## src/rtl/sr_pulse_gen.sv

```systemverilog
// Debounces a raw switch level and emits alternating one-shot set/reset pulses
// suitable for driving a downstream set/reset latch.
module sr_pulse_gen #(
  parameter int unsigned DEBOUNCE_CYCLES = 4,
  parameter int unsigned PULSE_WIDTH     = 2
) (
  input  logic clk,
  input  logic reset,
  input  logic din,
  output logic s,
  output logic r,
  output logic level,
  output logic busy
);

  localparam int unsigned CntW = $clog2(255);

  localparam logic [CntW-1:0] DbLast    = CntW'(DEBOUNCE_CYCLES - 1);
  localparam logic [CntW-1:0] PulseLast = CntW'(PULSE_WIDTH - 1);

  typedef enum logic [1:0] {
    StLow    = 2'd0,
    StDbRise = 2'd1,
    StHigh   = 2'd2,
    StDbFall = 2'd3
  } state_e;

  state_e          state_q, state_d;
  logic [CntW-1:0] db_cnt_q, db_cnt_d;
  logic [CntW-1:0] pw_cnt_q, pw_cnt_d;
  logic            sync1_q, sync2_q;
  logic            s_q, s_d;
  logic            r_q, r_d;
  logic            level_q, level_d;

  always_ff @(posedge clk or posedge reset) begin
    if (reset) begin
      sync1_q  <= 1'b0;
      sync2_q  <= 1'b0;
      state_q  <= StLow;
      db_cnt_q <= '0;
      pw_cnt_q <= '0;
      s_q      <= 1'b0;
      r_q      <= 1'b0;
      level_q  <= 1'b0;
    end else begin
      sync1_q  <= din;
      sync2_q  <= sync1_q;
      state_q  <= state_d;
      db_cnt_q <= db_cnt_d;
      pw_cnt_q <= pw_cnt_d;
      s_q      <= s_d;
      r_q      <= r_d;
      level_q  <= level_d;
    end
  end

  always_comb begin
    state_d  = state_q;
    db_cnt_d = db_cnt_q;
    pw_cnt_d = pw_cnt_q;
    s_d      = s_q;
    r_d      = r_q;
    level_d  = level_q;

    // One shared pulse timer serves whichever of s/r is active.
    if (s_q || r_q) begin
      if (pw_cnt_q == PulseLast) begin
        s_d = 1'b0;
        r_d = 1'b0;
      end else if (pw_cnt_q != '1) begin
        pw_cnt_d = pw_cnt_q + CntW'(1);
      end
    end

    unique case (state_q)
      StLow: begin
        if (!r_q && sync2_q) begin
          state_d  = StDbRise;
          db_cnt_d = '0;
        end
      end
      StDbRise: begin
        if (!sync2_q) begin
          state_d = StLow;
        end else if (db_cnt_q == DbLast) begin
          state_d  = StHigh;
          level_d  = 1'b1;
          s_d      = 1'b1;
          pw_cnt_d = '0;
        end else if (db_cnt_q != '1) begin
          db_cnt_d = db_cnt_q + CntW'(1);
        end
      end
      StHigh: begin
        if (!s_q && !sync2_q) begin
          state_d  = StDbFall;
          db_cnt_d = '0;
        end
      end
      StDbFall: begin
        if (sync2_q) begin
          state_d = StHigh;
        end else if (db_cnt_q == DbLast) begin
          state_d  = StLow;
          level_d  = 1'b0;
          r_d      = 1'b1;
          pw_cnt_d = '0;
        end else if (db_cnt_q != '1) begin
          db_cnt_d = db_cnt_q + CntW'(1);
        end
      end
      default: state_d = StLow;
    endcase
  end

  assign s     = s_q;
  assign r     = r_q;
  assign level = level_q;
  assign busy  = (state_q == StDbRise) || (state_q == StDbFall) || s_q || r_q;

endmodule

```

## config.mk

```make
export PLATFORM = sky130hd
export DESIGN_NAME = sr_pulse_gen
export DESIGN_NICKNAME = d
export VERILOG_FILES = /design/src/rtl/sr_pulse_gen.sv
export SDC_FILE = /design/constraint.sdc
export NUM_CORES = 1
export LEC_CHECK = 0
export CELL_PAD_IN_SITES_DETAIL_PLACEMENT = 0
export CELL_PAD_IN_SITES_GLOBAL_PLACEMENT = 1
export CORE_ASPECT_RATIO = 1.4
export CORE_MARGIN = 1
export CORE_UTILIZATION = 45
export CTS_CLUSTER_DIAMETER = 100
export CTS_CLUSTER_SIZE = 16
export DETAILED_ROUTE_END_ITERATION = 16
export GPL_ROUTABILITY_DRIVEN = 0
export PLACE_DENSITY = 0.73
export SYNTH_ARGS = -nofsm -noshare
export SYNTH_HDL_FRONTEND = slang
export SYNTH_SLANG_ARGS = --single-unit
```

## constraint.sdc

```tcl
create_clock -name clk -period 1.9 [get_ports clk]
set_input_delay 0.475 -clock clk [delete_from_list [all_inputs] [get_ports clk]]
set_output_delay 0.475 -clock clk [all_outputs]
set_load 0.02 [all_outputs]
```

## After elaboration in Yosys (flattened, before gate mapping)

Cells that the tools add are included.
W data, S select, Z words.

| word-level totals | value |
|---|---|
| register bits | 23 |
| latch bits | 0 |
| memory bits (writable) | 0 |
| bits in read-only memories | 0 |
| bits of input ports | 3 |
| output and inout bits | 4 |
| logic and storage cells | 75 |
| memories | 0 |

| cells by class | value |
|---|---|
| add/sub/neg operators | 2 |
| $mul | 0 |
| div/mod/pow operators | 0 |
| order comparisons | 0 |
| equal/unequal tests | 15 |
| shifts and indexed selects | 0 |
| multiplexer cells | 36 |
| bitwise operators | 0 |
| reductions and logical operators | 14 |

Operators with widths:

| operator | number |
|---|---|
| $mux W8 | 12 |
| $pmux W8 S4 | 1 |
| $add A8 B1 Y8 const B | 2 |
| $ne A8 B8 Y1 const B | 2 |
| $pmux W8 S2 | 1 |
| $mux W1 | 14 |
| $mux W2 | 6 |
| $ne A2 B2 Y1 const B | 6 |
| $eq A8 B1 Y1 const B | 1 |
| $eq A8 B2 Y1 const B | 1 |
| $pmux W2 S4 | 1 |
| $reduce_and A4 Y1 | 2 |
| $ne A3 B3 Y1 const B | 2 |
| $reduce_and A5 Y1 | 1 |
| $eq A2 B2 Y1 const B | 2 |
| $logic_or A1 B1 Y1 | 4 |
| $logic_not A1 Y1 | 3 |
| $eq A2 B1 Y1 const B | 1 |
| $logic_and A1 B1 Y1 | 2 |
| $logic_not A2 Y1 | 1 |
| $pmux W1 S2 | 1 |
| $reduce_bool A2 Y1 | 1 |

## Longest topological paths before layout

Gate-level depths: netlist of the first run.

| logic depth | value |
|---|---|
| word-level depth | 7 |
| mapped depth | 6 |
| depth with buffers taken out | 5 |

## Least setup slack after synthesis of the first run

No wires, ideal clock.

| path | value |
|---|---|
| path kind | reg2reg |
| from | register db_cnt_q[0] |
| to | register db_cnt_q[0] |
| library setup time | 0.125 ns |
| arrival | 1.606 ns |
| setup slack | 0.169 ns |
| stages on the path, launching flop included | 7 |
| period minus slack after synthesis | 1.731 ns |
| path through | dfrtp_1 > ha_1 > nor4b_2 > nand2_2 > and3_1 > buf_6 > mux2_4 |

| on the way | value |
|---|---|
| word-level cells in the longest chain between the ends | 5 |

Ends and longest elaborated chain:

| what | RTL line | RTL |
|---|---|---|
| from (decl) | 29 | `logic [CntW-1:0] db_cnt_q, db_cnt_d;` |
| from (signal assigned) | 50 | `db_cnt_q <= db_cnt_d;` |
| $add A8 B1 Y8 / $ne A8 B8 Y1 (equally long branches) | - |  |
| $mux W8 | 91, 109 |  |
| $mux W8 (*) | 104 | `end else if (db_cnt_q == DbLast) begin` |
| $mux W8 (on tied branches) | 102, 84 |  |
| $pmux W8 S4 (*) | 76 | `unique case (state_q)` |

Every way passes the cells marked *; elsewhere a longest branch is shown, timed or not. The select of a mux whose other input is x is not followed.
A chain may end at the register's enable or synchronous reset.

## Worst setup path in the final report of the first run

| path | value |
|---|---|
| from | register state_q[0] |
| to | output busy |

| on the way | value |
|---|---|
| word-level cells in the longest chain between the ends | 4 |

Ends and longest elaborated chain:

| what | RTL line | RTL |
|---|---|---|
| from (decl) | 28 | `state_e state_q, state_d;` |
| from (signal assigned) | 40 | `state_q <= StLow;` |
| from (signal assigned) | 49 | `state_q <= state_d;` |
| $eq A2 B1 Y1 / $eq A2 B2 Y1 (equally long branches) | 120 | `assign busy = (state_q == StDbRise) \|\| (state_q == StDbFall) \|\| s_q \|\| r_q;` |
| $logic_or A1 B1 Y1 (*) (3 in series) | 120 |  |
| to (decl) | 13 | `output logic busy` |

Every way passes the cells marked *; elsewhere a longest branch is shown, timed or not.

==> results.md, run 1 <==
- Outcome: finished, final reports clean
- Routed Wire Length: between 2000 and 3000 um
- Die Height: approximately 65 um
- Largest net degree at the start of global routing: 24
- CP max stage delay: 440 ps
- Port bufs: 6
- Fmax: 552.9 MHz
- WP data required: between 1000 and 1500 ps
- Yosys warning count: 0
- Wire per inst: around 15 um
- Initial DRT Pass Iterations: 4
- Clock power share: between 10% and 20%
- Slew Viols, Final: 0
- DR vias/cell: between 5 and 6
- Die area: between 3000 and 4000 um^2
- Synth area leader: dfrtp_1
- Synthesis-stage register bit count: 23
- Initial Util: roughly 48%
- Clock-pin slew on the worst setup and hold paths: roughly 120 ps
- Leakage: roughly 0.69 nW
- Power per Cell Area: around 1200 nW/um^2
- Hold WS: about 370 ps
- DR DRC count: 0
- Synth top area share: between 40% and 50%
- Tcrit/Tclk final: about 95%
- CP Launch Type: flip-flop
- Final HPWL DP: around 2200 um
- Die W: 46.77 um
- Syn_nets: approximately 140
- Core Area: around 2600 um^2
- Switching Fraction: 41.21%
- Total Nets Final: approximately 160
- Filler Cell Count: ~250
- VDD IR max: 702.3 uV
- Layout cells sized above 1: 16.23%
- N_diodes: 0
- Sw power: between 0.0007 and 0.0008 W
- Comb pwr share: 44.9%
- Initial antenna violation count: 0
- Relative slew slack: 67.05%
- CTS Root Cell: clkbuf_4
- Setup violators final: 0
- Area Overhead vs Synth: 18.04%
- Post-synthesis cell area: approximately 1300 um^2
- Min Tclk post-route: 1809 ps
- Cell variety after synth: 40
- Reg power frac: about 43%
- CTS buffer count: 3
- Asr flop ratio synth: 100.0%
- Skew final: between 3 and 4 ps
- Num Clock Sinks: 23
- Rows: 22
- Global-route wire length before repair: 4843 um
- Hold crit path type: flip-flop to flip-flop
- Hold Violations, Final: 0
- Register area share after synthesis: a little under half
- Clk_lat worst skew: roughly 300 ps
- Worst EP arrival: 1330 ps
- Final setup TNS: 0 ps
- Worst slew pin tran: 494.2 ps
- Post-synthesis average cell area: approximately 9.5 um^2
- Unrepaired setup endpoints after global routing: no
- TritonCTS clock tree: built
- Largest fanout on the critical path: 5
- CTS H-tree lvls: 1
- Post-CTS Hold Buffers: 0
- Total gr overflow: 0
- Most used DFF post-synth: dfrtp_1
- Clk buf depth: 2
- Number of global-route vias before repair: 1119
- Synth top area cells: dfrtp_1 (46%), nand2_1 (4.2%), nor2_1 (3.9%), a31oi_1 (3.5%), ha_1 (3.0%)
- All-Layer GR Usage: 22.00%
- Initial DRC Count: 23
- Internal Power: between 0.001 and 0.0015 W
- Max-cap viol count: 0
- Detailed-route via count: about 1100
- I/O pin total: 7
- Crit path kind: flip-flop to output pin
- Crit-path cells: inv_1 > nand2_1 > dlygate4sd2_1
- Synthesized instance count: roughly 130
- Post-synth EDFFs: 0
- Worst setup EP type: output pin
- Highest-delay cell along the critical path: dfrtp_1
- Antenna-violating nets left: 0
[synth_stat cells (2+ instances only)]
| library cell | count |
|---|---|
| nor3_1 | 2 |
| a41oi_1 | 4 |
| inv_1 | 6 |
| nor2_1 | 13 |
| o21ai_0 | 7 |
| or3_1 | 3 |
| a31oi_1 | 7 |
| nand2b_1 | 4 |
| and2_1 | 3 |
| nor2b_1 | 2 |
| mux2i_1 | 2 |
| dfrtp_1 | 23 |
| buf_6 | 2 |
| ha_1 | 3 |
| a21oi_1 | 5 |
| nand2_1 | 14 |
| and3_1 | 2 |
| nand3_1 | 6 |
| o31ai_1 | 3 |
| nor4b_2 | 2 |
[placed cells by master, fill, tap and decap left out, types with 2 or more instances in the layout]
master	synthesis	routed
and2_1	3	3
a31oi_1	7	7
dfrtp_1	23	23
nor2_1	13	13
or3_1	3	3
inv_1	6	6
o21ai_0	7	7
nand2_1	14	14
a41oi_1	4	4
buf_4	0	14
dlymetal6s2s_1	0	2
o31ai_1	3	3
nand3_1	6	6
mux2i_1	2	2
and3_1	2	2
clkdlybuf4s50_1	0	3
ha_1	3	2
nand2b_1	4	4
nor4b_2	2	2
clkbuf_4	0	3
nor3_1	2	2
a21oi_1	5	5
nor2b_1	2	2
[sequential cells by signal, summed over array words and instances, names as in the netlist, named ones only]
signal	flops
level	1
sync1_q	1
r	1
state_q	1
s	1
db_cnt_q	8
sync2_q	1
pw_cnt_q	8
[logic make-up (layout without fill, tap and decap cells)]
kind of cell               count (synthesis)  after routing  synth area share, %
AOI/OAI and AO/OA                         36             36                19.23
buffers and inverters                      9             30                3.865
xor gates and xnor gates                   1              1               0.6939
adders and majority gates                  3              3                2.974
muxes                                      3              3                2.775
and+or+nand+nor                           58             58                24.88
DFF                                       23             23                45.59
[final timing paths]
check	depth (start not counted)	slack, ps	start	to
worst min register to register	0	370	sync1_q	sync2_q
max in group asynchronous	3	1180	reset	pw_cnt_q[2]
min in group asynchronous	3	490	reset	pw_cnt_q[0]
worst max-delay path	3	90	state_q[0]	busy
worst min-delay path	0	370	sync1_q	sync2_q
worst max register to register	5	120	db_cnt_q[0]	db_cnt_q[0]
[stage by stage]
| step | area (um^2) | power, W | util (%) | worst slack (ps) | cells |
|---|---|---|---|---|---|
| floorplan | 1262 | 0.001264 | - | 168.7 | 133 |
| global placement | 1439 | 0.001523 | 54.45 | 142.8 | 185 |
| detailed placement | 1439 | 0.001557 | 54.45 | 54.36 | 185 |
| CTS | 1465 | 0.001774 | 55.45 | 3.284 | 189 |
| global route | 1490 | 0.001919 | 56.39 | 21.48 | 190 |
| finish | 1490 | 0.001786 | 56.39 | 91.20 | 190 |
[power by group through the flow]
| stage | logic, W | registers (W) | clock network [W] |
|---|---|---|---|
| finish | 0.000803 | 0.000764 | 0.000220 |
| detailed placement | 0.000797 | 0.000760 | 0 |
| global placement | 0.000771 | 0.000752 | 0 |
| floorplan | 0.000528 | 0.000735 | 0 |
| CTS | 0.000787 | 0.000752 | 0.000235 |
| global route | 0.000882 | 0.000783 | 0.000253 |
[layer usage]
metal | global-route usage (%) | up-vias | wire length, um
li1 | - | 533 | -
met1 | 24.41 | 562 | 1167
met2 | 41.15 | 15 | 1609
met3 | 1.671 | 2 | 43
met4 | 7.500 | 0 | 21
met5 | 0 | - | 0
[worst max-delay path: cells and delay by family (launching register included)]
kind | cells | cell delay (ps)
and+or+nand+nor | 1 | 80
buffers and inverters | 2 | 510
DFF | 1 | 440
[repair_timing]
| item | CTS | global route |
|---|---|---|
| endpoints found under the hold margin | 0 | 0 |
| endpoints found under the setup margin | 1 | 6 |
| pin swaps | 0 | 0 |
| resized for setup | 1 | 4 |
| setup buffers | 0 | 1 |
[layout make-up]
class | count | area [um^2] | share of cell area (%)
multi-input cells | 101 | 650.6 | 43.66
well taps | 36 | 45.04 | 3.023
flip-flops and latches | 23 | 575.6 | 38.62
repair buffers | 20 | 168.9 | 11.34
clock buffers | 3 | 22.52 | 1.511
clock inverters | 1 | 5.005 | 0.3359
inverters | 6 | 22.52 | 1.511
(Power assumes the default switching activity.)
==> inputs of run 2 (changes only) <==
--- a/config.mk
+++ b/config.mk
@@ -9,12 +9,13 @@
 export CELL_PAD_IN_SITES_GLOBAL_PLACEMENT = 1
 export CORE_ASPECT_RATIO = 1.4
 export CORE_MARGIN = 1
-export CORE_UTILIZATION = 45
+export CORE_UTILIZATION = 41
 export CTS_CLUSTER_DIAMETER = 100
 export CTS_CLUSTER_SIZE = 16
 export DETAILED_ROUTE_END_ITERATION = 16
 export GPL_ROUTABILITY_DRIVEN = 0
-export PLACE_DENSITY = 0.73
+export PLACE_DENSITY = 0.67
+export SKIP_LAST_GASP = 1
 export SYNTH_ARGS = -nofsm -noshare
 export SYNTH_HDL_FRONTEND = slang
 export SYNTH_SLANG_ARGS = --single-unit
==> run 2 against run 1 <==
Net effect: routed wire length decreased by 0.81%; combinational power decreased by 0.7%; global-route usage decreased by 2.4 points; clock-buffer cell count increased by 1; register-to-register slack about the same; power increased by 3.8%; utilization decreased by 5.5 points; fmax increased by 0.11%; flip-flop and latch count unchanged; largest power group unchanged.
==> results.md, run 2 (synthesis gave the netlist of run 1 again) <==
- Outcome: finished, final reports clean
- Worst slew pin tran: 550.3 ps
- Sw power: about 0.00074 W
- Final WS setup: between 90 and 100 ps
- Worst EP arrival: 1330 ps
- Pre-CTS WS: 102.1 ps
- Internal Power: 0.001117 W
- CTS buffer count: 3
- Num Clock Sinks: 23
- Detailed-route via count: roughly 1100
- Initial Util: a little over two fifths
- Total Nets Final: between 150 and 200
- Antenna-violating nets left: 0
- Crit-path cells: buf_4 > clkdlybuf4s50_1
- Clk_lat worst skew: around 260 ps
- Biggest regs: db_cnt_q (8), pw_cnt_q (8)
- Routed Wire Length: approximately 2800 um
- Number of global-route vias before repair: around 1100
- Clk buf depth: 2
- TritonCTS clock tree: built
- Initial DRT Pass Iterations: 4
- VDD IR max: around 640 uV
- N_diodes: 0
- CP bufs+invs: 2
- Slew Viols, Final: 0
- Setup violators final: 0
- Die W: about 49 um
- Final setup TNS: 0 ps
- CP Launch Type: flip-flop
- Comb pwr share: around 43%
- Crit path kind: flip-flop to output pin
- DR vias/cell: 5.571
- Switching Fraction: 39.75%
- Initial DRC Count: 38
- Core Area: approximately 2900 um^2
- Final Util: around half
- Clock-pin slew on the worst setup and hold paths: about 80 ps
- Relative slew slack: between 60% and 70%
- CTS Root Cell: clkbuf_8
- Rows: 23
- Worst setup EP type: output pin
- Die area: between 3000 and 4000 um^2
- Power per Cell Area: 1254 nW/um^2
- Max-cap viol count: 0
- Tcrit/Tclk final: 95.09%
- Most frequent cells in the layout: dfrtp_1 (23), nand2_1 (14), nor2_1 (13)
- Placed cell area: ~1400 um^2
- Die Height: 67.66 um
- All-Layer GR Usage: roughly a fifth
- Initial antenna violation count: 0
- Clock power share: 16.3%
- WP data required: 1420 ps
- Reg power frac: 40.7%
- Highest-delay cell along the critical path: clkdlybuf4s50_1
- Final HPWL DP: about 2100 um
- Min Tclk post-route: approximately 1800 ps
- Hold crit path type: flip-flop to flip-flop
- Skew final: roughly 1.3 ps
- Leakage: ~0.65 nW
- Post-CTS Hold Buffers: 0
- Largest fanout on the critical path: 4
- Layout cells sized above 1: 14.47%
- Port bufs: 6
- Global-route wire length before repair: 4940 um
- Unrepaired setup endpoints after global routing: no
- DR DRC count: 0
- CTS H-tree lvls: 1
- Total gr overflow: 0
- Largest net degree at the start of global routing: 24
- Commonest non-fill, non-tap cell in the layout: dfrtp_1
- CP delay by family, top: buffers and inverters
- Design area: roughly 1500 um^2
- Area Overhead vs Synth: 17.15%
- Fmax: 553.5 MHz
- Hold Violations, Final: 0
- Wire per inst: 14.91 um
- I/O pin total: 7
- CP max stage delay: approximately 600 ps
-- run 2: cell count changes in the layout (fill, tap and decap cells not counted), moves of 2 or more --
cell,previous run,this run
clkdlybuf4s50_1,3,5
buf_4,14,12
clkbuf_4,3,0
dlymetal6s2s_1,2,0
clkbuf_8,0,3
-- run 2: per-layer routing --
layer  share of wire, %  track usage, %  wire, um  vias to the layer above
met5                  0               0         0                        -
met4               0.96           6.618        27                        0
met3                2.2           2.027        61                        4
met2                 52           37.67      1476                       15
met1                 44           22.62      1253                      506
li1                   -               -         -                      528
-- run 2: what timing repair did --
item                       4_1_cts  5_1_grt
setup endpoints to repair        1        2
gates resized for setup          1        1
setup buffers                    0        0
-- run 2: path summary, 6_finish.rpt --
| path | startpoint | to | slack [ps] | cells after the start |
|---|---|---|---|---|
| worst max-delay path | s | s | 90 | 2 |
| worst min-delay path | sync1_q | sync2_q | 370 | 0 |
| worst max register to register | db_cnt_q[0] | db_cnt_q[0] | 120 | 5 |
| worst min register to register | sync1_q | sync2_q | 370 | 0 |
| max in group asynchronous | reset | db_cnt_q[0] | 1120 | 3 |
| min in group asynchronous | reset | pw_cnt_q[0] | 550 | 3 |
-- run 2: through the flow --
step | std cells | total power (W) | hold slack (ps)
detailed placement | 185 | 0.001568 | 342.7
global route | 189 | 0.002008 | 393.3
floorplan | 133 | 0.001264 | 331.2
finish | 189 | 0.001854 | 370.8
global placement | 185 | 0.001537 | 343.9
CTS | 189 | 0.001864 | 375.1
-- run 2: area by class of cell --
class | count | area [um^2]
sequential | 23 | 575.6
clock buffer | 4 | 45.04
multi-input combinational | 101 | 640.6
timing repair buffer | 18 | 148.9
inverter | 6 | 22.52
fill | 299 | 1428
tap | 37 | 46.29
-- run 2: worst reg2reg max path, delay by kind of cell (launching register included) --
family	cells	cell delay, ps
mux	1	310
flops	1	410
simple gates	3	690
fa+ha+maj	1	250
-- run 2: power groups by stage --
stage	logic [W]	registers, W	clock network [W]
after floorplan	0.000528	0.000735	0
after global placement	0.000785	0.000752	0
after detailed placement	0.000809	0.000760	0
after CTS	0.000800	0.000751	0.000313
after global routing	0.000902	0.000776	0.000330
final	0.000797	0.000754	0.000303
